===== config.mk =====
export PLATFORM = sky130hd
export DESIGN_NAME = imem_loader
export DESIGN_NICKNAME = d
export VERILOG_FILES = /design/src/rtl/imem_loader_pkg.sv /design/src/rtl/imem_loader.sv
export SDC_FILE = /design/constraint.sdc
export NUM_CORES = 1
export LEC_CHECK = 0
export BUFFER_PORTS_ARGS = -buffer_cell sky130_fd_sc_hd__buf_2
export CAP_MARGIN = 15
export CORE_MARGIN = 2
export CORE_UTILIZATION = 53
export CTS_CLUSTER_SIZE = 8
export DETAILED_ROUTE_END_ITERATION = 10
export GPL_ROUTABILITY_DRIVEN = 0
export PLACE_DENSITY = 0.76
export RECOVER_POWER = 100
export SYNTH_ARGS = -nofsm -noshare
export SYNTH_HDL_FRONTEND = slang
export SYNTH_SLANG_ARGS = --single-unit

===== constraint.sdc =====
create_clock -name clk -period 2.25 [get_ports clk]
set_input_delay 0.45 -clock clk [delete_from_list [all_inputs] [get_ports clk]]
set_output_delay 0.45 -clock clk [all_outputs]
set_load 0.01 [all_outputs]

===== src/rtl/imem_loader_pkg.sv =====
// Shared definitions for the instruction-store loader: FSM encoding and byte-lane count.
package imem_loader_pkg;

  localparam int BYTE_LANES = 4;
  localparam int LANE_W     = $clog2(BYTE_LANES);

  typedef enum logic [2:0] {
    S_IDLE   = 3'd0,
    S_ACCEPT = 3'd1,
    S_WRITE  = 3'd2,
    S_DONE   = 3'd3,
    S_ERROR  = 3'd4
  } state_e;

endpackage


===== src/rtl/imem_loader.sv =====
// Streams 32-bit instruction words into a byte-wide instruction store, little-endian,
// holding the CPU until the final word lands. Overflow past MEM_BYTES aborts to ERROR.
// Handshake: a word transfers on a rising edge where in_valid && in_ready; in_ready is
// high only in ACCEPT, and in_word/in_last must be stable while in_valid is high.
module imem_loader
  import imem_loader_pkg::*;
#(
  parameter int MEM_BYTES = 160,
  parameter int CNT_W     = 8
) (
  input  logic             clk,
  input  logic             reset,
  input  logic             start,
  input  logic             in_valid,
  input  logic [31:0]      in_word,
  input  logic             in_last,
  output logic             in_ready,
  output logic             mem_we,
  output logic [63:0]      mem_addr,
  output logic [7:0]       mem_wdata,
  output logic             cpu_hold,
  output logic             done,
  output logic             error,
  output logic [CNT_W-1:0] words_loaded,
  output logic [2:0]       dbg_state
);

  localparam logic [LANE_W-1:0] LANE_LAST = LANE_W'(BYTE_LANES - 1);

  state_e            state_q, state_d;
  logic [63:0]       ptr_q, ptr_d;
  logic [CNT_W-1:0]  words_q, words_d;
  logic [23:0]       shift_q, shift_d;
  logic              last_q, last_d;
  logic [LANE_W-1:0] lane_q, lane_d;
  logic              mem_we_q, mem_we_d;
  logic [63:0]       mem_addr_q, mem_addr_d;
  logic [7:0]        mem_wdata_q, mem_wdata_d;

  always_ff @(posedge clk) begin
    if (!reset) begin
      state_q     <= S_IDLE;
      ptr_q       <= '0;
      words_q     <= '0;
      shift_q     <= '0;
      last_q      <= 1'b0;
      lane_q      <= '0;
      mem_we_q    <= 1'b0;
      mem_addr_q  <= '0;
      mem_wdata_q <= '0;
    end else begin
      state_q     <= state_d;
      ptr_q       <= ptr_d;
      words_q     <= words_d;
      shift_q     <= shift_d;
      last_q      <= last_d;
      lane_q      <= lane_d;
      mem_we_q    <= mem_we_d;
      mem_addr_q  <= mem_addr_d;
      mem_wdata_q <= mem_wdata_d;
    end
  end

  always_comb begin
    state_d     = state_q;
    ptr_d       = ptr_q;
    words_d     = words_q;
    shift_d     = shift_q;
    last_d      = last_q;
    lane_d      = lane_q;
    mem_we_d    = 1'b0;
    mem_addr_d  = mem_addr_q;
    mem_wdata_d = mem_wdata_q;
    case (state_q)
      S_IDLE, S_DONE, S_ERROR: begin
        if (start) begin
          state_d = S_ACCEPT;
          ptr_d   = '0;
          words_d = '0;
        end
      end
      S_ACCEPT: begin
        if (in_valid) begin
          // A full store means the word has nowhere to go: drop it and abort.
          if (ptr_q == 64'(MEM_BYTES)) begin
            state_d = S_ERROR;
          end else begin
            state_d     = S_WRITE;
            last_d      = in_last;
            lane_d      = '0;
            mem_we_d    = 1'b1;
            mem_addr_d  = ptr_q;
            mem_wdata_d = in_word[7:0];
            shift_d     = in_word[31:8];
          end
        end
      end
      S_WRITE: begin
        // lane_q names the byte currently on the bus; the last lane retires the word.
        if (lane_q == LANE_LAST) begin
          ptr_d   = ptr_q + 64'(BYTE_LANES);
          words_d = words_q + CNT_W'(1);
          state_d = last_q ? S_DONE : S_ACCEPT;
        end else begin
          lane_d      = lane_q + LANE_W'(1);
          mem_we_d    = 1'b1;
          mem_addr_d  = mem_addr_q + 64'd1;
          mem_wdata_d = shift_q[7:0];
          shift_d     = {8'h00, shift_q[23:8]};
        end
      end
      default: state_d = S_IDLE;
    endcase
  end

  assign in_ready     = (state_q == S_ACCEPT);
  assign mem_we       = mem_we_q;
  assign mem_addr     = mem_addr_q;
  assign mem_wdata    = mem_wdata_q;
  assign cpu_hold     = (state_q != S_DONE);
  assign done         = (state_q == S_DONE);
  assign error        = (state_q == S_ERROR);
  assign words_loaded = words_q;
  assign dbg_state    = state_q;

endmodule


After elaboration in Yosys (flattened, before gate mapping). Index checks and enable logic that the tools add are counted.

Latch bits: 0. Memory bits (writable): 0. Flip-flop bits (word level): 175. Output and inout bits: 88. Memories kept: 0. ROM bits: 0.

$mul: 0. Multiplexer cells: 32. $lt $le $gt $ge: 0. Shift operators: 0. Div/mod/pow operators: 0. Equality and inequality tests: 12. Add/subtract/negate cells: 4. Reduce and logical (&&, ||, !) cells: 8. Bitwise operators: 1.

Operators by type and width (number): $mux W64 (5); $pmux W64 S2 (2); $mux W24 (3); $add A64 B1 Y64 const B (1); $add A64 B3 Y64 const B (1); $eq A64 B8 Y1 const B (1); $pmux W24 S2 (1); $mux W8 (5); $pmux W8 S2 (2); $mux W3 (4); $ne A2 B2 Y1 const B (5); $pmux W3 S3 (1); $reduce_and A3 Y1 (3); $add A8 B1 Y8 const B (1); $mux W2 (4); $eq A3 B2 Y1 const B (2); $pmux W2 S2 (1); $reduce_and A4 Y1 (1); $reduce_bool A2 Y1 (2); $eq A3 B1 Y1 const B (1); $eq A3 B3 Y1 const B (1); $logic_not A3 Y1 (1); $mux W1 (3); $ne A3 B2 Y1 const B (1); 5 further kinds (5).

Longest topological paths before layout.
Word-level depth: 4. Depth in mapped cells: 11.

Worst setup path before layout. OpenSTA, ideal clock, no wires.

Kind: flip-flop to flip-flop. Start point: reg mem_addr_q[0] (netlist: mem_addr[0]). End point: reg mem_addr_q[56] (netlist: mem_addr[56]). Cell stages (with the launch flop): 8. Buffers on the path: 0. Setup slack: -0.083 ns. Arrival: 2.218 ns. Period minus slack after synthesis: 2.333 ns. Path through: dfxtp_1 -> ha_1 -> and3_1 -> nand4_1 -> nor4_2 -> a31oi_1 -> o21a_1 -> o21a_1.

Word-level cells in the longest chain between the ends: 3.

RTL lines: start, declared (line imem_loader.sv:37) `logic [63:0] mem_addr_q, mem_addr_d;`; start signal, assigned (line imem_loader.sv:59) `mem_addr_q <= mem_addr_d;`; $add A64 B1 Y64 (line imem_loader.sv:107) `mem_addr_d = mem_addr_q + 64'd1;`; $mux W64 (line imem_loader.sv:100) `if (lane_q == LANE_LAST) begin`; $pmux W64 S2 (line imem_loader.sv:74) `case (state_q)`.

No other way between the ends. The select of a mux whose other input is x is not followed. A chain may end at the register's enable or synchronous reset.

Worst setup path after layout.
Start point: reg mem_addr_q[1] (netlist: mem_addr[1]). End point: reg mem_addr_q[48] (netlist: mem_addr[48]).

The elaborated chain is that of the path after synthesis.

==> impl_metrics.env <==
export IMPL_status="finished, violations left"
export IMPL_violations="setup timing"
export IMPL_synth_area_sq_um=9180
export IMPL_antenna_cells=0
export IMPL_clock_latency_ps=450
export IMPL_core_sq_um=17100
export IMPL_crit_path_top_delay_cell="dfxtp_1"
export IMPL_area_delta_synth_final_pct=38.1
export IMPL_io_buffers=124
export IMPL_postRouteAntennaNets=0
export IMPL_start_kind="register"
export IMPL_vdd_drop_max_uv=599
export IMPL_slew_headroom=0.592
export IMPL_clock_sinks=173
export IMPL_place_hpwl_mm=21.6
export IMPL_drive_gt1_frac=0.298
export IMPL_synth_edff_count=0
export IMPL_syn_inst=1202
export IMPL_dieArea_sq_um=18400
export IMPL_avgViaCountPerCell=6.51
export IMPL_hold_path_class="in2reg"
export IMPL_clk_pin_slew_ps=70
export IMPL_synth_fp_nets=1244
export IMPL_gr_usage_met1=0.419
export IMPL_cts_htree_levels=4
export IMPL_ctsHoldBuffers=0
export IMPL_grt_max_degree=65
export IMPL_cts_path_max_buffers=2
export IMPL_ys_warn_count=0
export IMPL_slowest_delay_ps=440
export IMPL_num_rows=48
export IMPL_cpMostUsedCell="nand4_1"
export IMPL_ys_types=63
export IMPL_crit_arrival_ps=2740
export IMPL_cp_max_fo=6
export IMPL_timing_final_crit_share=1.06
export IMPL_via_count=11100
export IMPL_grt_util_met2=0.539
export IMPL_synth_area_top_cells="dfxtp_1, nand2_1, a21oi_1"
export IMPL_crit_path_cell_trace="ha_2 -> and3_2 -> nand4_1 -> buf_4 -> nor2_1 -> buf_6 -> nand4_1 -> o31a_1 -> o32ai_2"
export IMPL_skew_ps=10.7
export IMPL_start_util=0.536
export IMPL_crit_required_ps=2610
export IMPL_fin_tns_setup_ps=-5400
export IMPL_pwr_density_cell_nw_per_um2=555
export IMPL_whs_ps=237
export IMPL_rsz0062_at_grt="true"
export IMPL_ys_flop_type="dfxtp_1"
export IMPL_first_iter_violations=1307
export IMPL_first_global_vias=9699
export IMPL_power_leakage_nw=4.65
export IMPL_hold_viol=0
export IMPL_nets=1503
export IMPL_fin_crit_ps=2380
export IMPL_cts_tree="yes"
export IMPL_max_freq_ghz=0.420
export IMPL_gr_total_overflow=0
export IMPL_drc_errors=0
export IMPL_die_h_microns=136
export IMPL_firstDrtPassIters=8
export IMPL_grtUsageTotal=0.335
export IMPL_final_cell_mix="dfxtp_1, nand2_1, buf_4, nor2_1, clkbuf_1"
export IMPL_max_cap_viol_count=0
export IMPL_drt_wl_total_mm=34.1
export IMPL_ys_ff_latch=173
export IMPL_antenna_found_initial=0
export IMPL_fin_ws_ps=-132
export IMPL_slew_violations=0
export IMPL_io_pin_count=125
export IMPL_fill_cells=1256
export IMPL_path_class="reg2reg"
export IMPL_final_util=0.740
export IMPL_avgSynthCellArea_sq_um=7.63
export IMPL_async_flop_share=0
export IMPL_synth_top_area_cell="dfxtp_1"
export IMPL_final_common_cell="dfxtp_1"
export IMPL_clk_root_buffer_cell="clkbuf_16"
export IMPL_crit_family="simple AND/OR/NAND/NOR gates"
export IMPL_met3_usage=0.0640
export IMPL_synth_top_cell_area_share=0.377
export IMPL_gr_max_usage_layer="met2"
export IMPL_die_x_microns=136
export IMPL_cts_buffers=17
export IMPL_critPathBufInv=2
export IMPL_grt_first_pass_wirelength_mm=49.1
export IMPL_synth_seq_area_share=0.377
export IMPL_tightest_slew_ps=606
export IMPL_cp_end_kind="register"
export IMPL_setup_viol=84
export IMPL_avgRoutedWirePerCell_microns=20.1
[worst min-delay path, stage by stage]
cell and delay, ps:
buf_2 90, nand2_1 40, a21oi_1 50
[power by group]
part / total, mW / internal (mW) / switching (mW)
clock: 2.81 / 1.43 / 1.38
sequential: 3.24 / 3.15 / 0.0896
combinational: 0.989 / 0.419 / 0.570
[through the flow]
stage | setup slack, ps | instance area, sq um | std cells | power, mW
5_1_grt | -261 | 12700 | 1699 | 7.22
3_5_place_dp | -345 | 11200 | 1640 | 4.02
4_1_cts | 2.87 | 11900 | 1676 | 6.80
2_1_floorplan | 18.5 | 9190 | 1202 | 3.70
6_report | -132 | 12700 | 1699 | 7.03
3_3_place_gp | -197 | 11200 | 1640 | 4.00
[cell families (layout without fill, tap and decap cells)]
logic type | after synthesis | in the layout | synth area share
muxes | 2 | 2 | 0.00218
xor gates and xnor gates | 45 | 45 | 0.0430
and+or+nand+nor | 571 | 572 | 0.313
DFF | 173 | 173 | 0.377
adders and majority gates | 5 | 5 | 0.00682
AOI/OAI and AO/OA | 300 | 301 | 0.210
buffers and inverters | 106 | 376 | 0.0473
[synth_stat cells, types with 22 or more instances]
master	n
a311oi_1	25
nand2_1	159
dfxtp_1	173
and3_1	25
a21oi_1	117
o21ai_0	53
xor2_1	31
nand3_1	63
nor4_1	23
or3_1	22
nand4_1	57
nor2_1	140
clkbuf_1	64
[state kept, by name, summed over array words and instances (netlist names)]
| name | count |
|---|---|
| shift_q | 24 |
| words_loaded | 8 |
| mem_wdata | 8 |
| ptr_q | 62 |
| dbg_state | 3 |
| last_q | 1 |
| mem_addr | 64 |
| lane_q | 2 |
| mem_we | 1 |
[worst paths after layout]
check	slack, ps	startpoint	endpoint	depth (start not counted)
worst max register to register	-130	mem_addr[1]$_SDFFE_PN0P_	mem_addr[48]$_SDFFE_PN0P_	9
worst min-delay path	240	in_word[25]	shift_q[17]$_SDFFE_PN0P_	3
worst max-delay path	-130	mem_addr[1]$_SDFFE_PN0P_	mem_addr[48]$_SDFFE_PN0P_	9
worst min register to register	460	last_q$_SDFFE_PN0P_	last_q$_SDFFE_PN0P_	2
[final cells by class]
| type | count | area (sq um) | share of cell area |
|---|---|---|---|
| inverter | 19 | 71.3 | 0.00563 |
| multi-input combinational | 925 | 5980 | 0.472 |
| tap | 225 | 282 | 0.0222 |
| timing repair buffer | 325 | 2310 | 0.183 |
| clock inverter | 14 | 110 | 0.00869 |
| clock buffer | 18 | 429 | 0.0339 |
| sequential | 173 | 3490 | 0.275 |
[repair_timing]
action | CTS | global route
gates cloned | 3 | 9
pin swaps | 4 | 77
setup endpoints to repair | 103 | 116
resized for setup | 15 | 190
setup buffers | 1 | 14
[per-layer routing]
metal,share of wire,up-vias
li1,-,4948
met1,0.38,5253
met2,0.47,703
met3,0.098,155
met4,0.057,0
met5,0,-
Power figures use the tool's default switching activity.
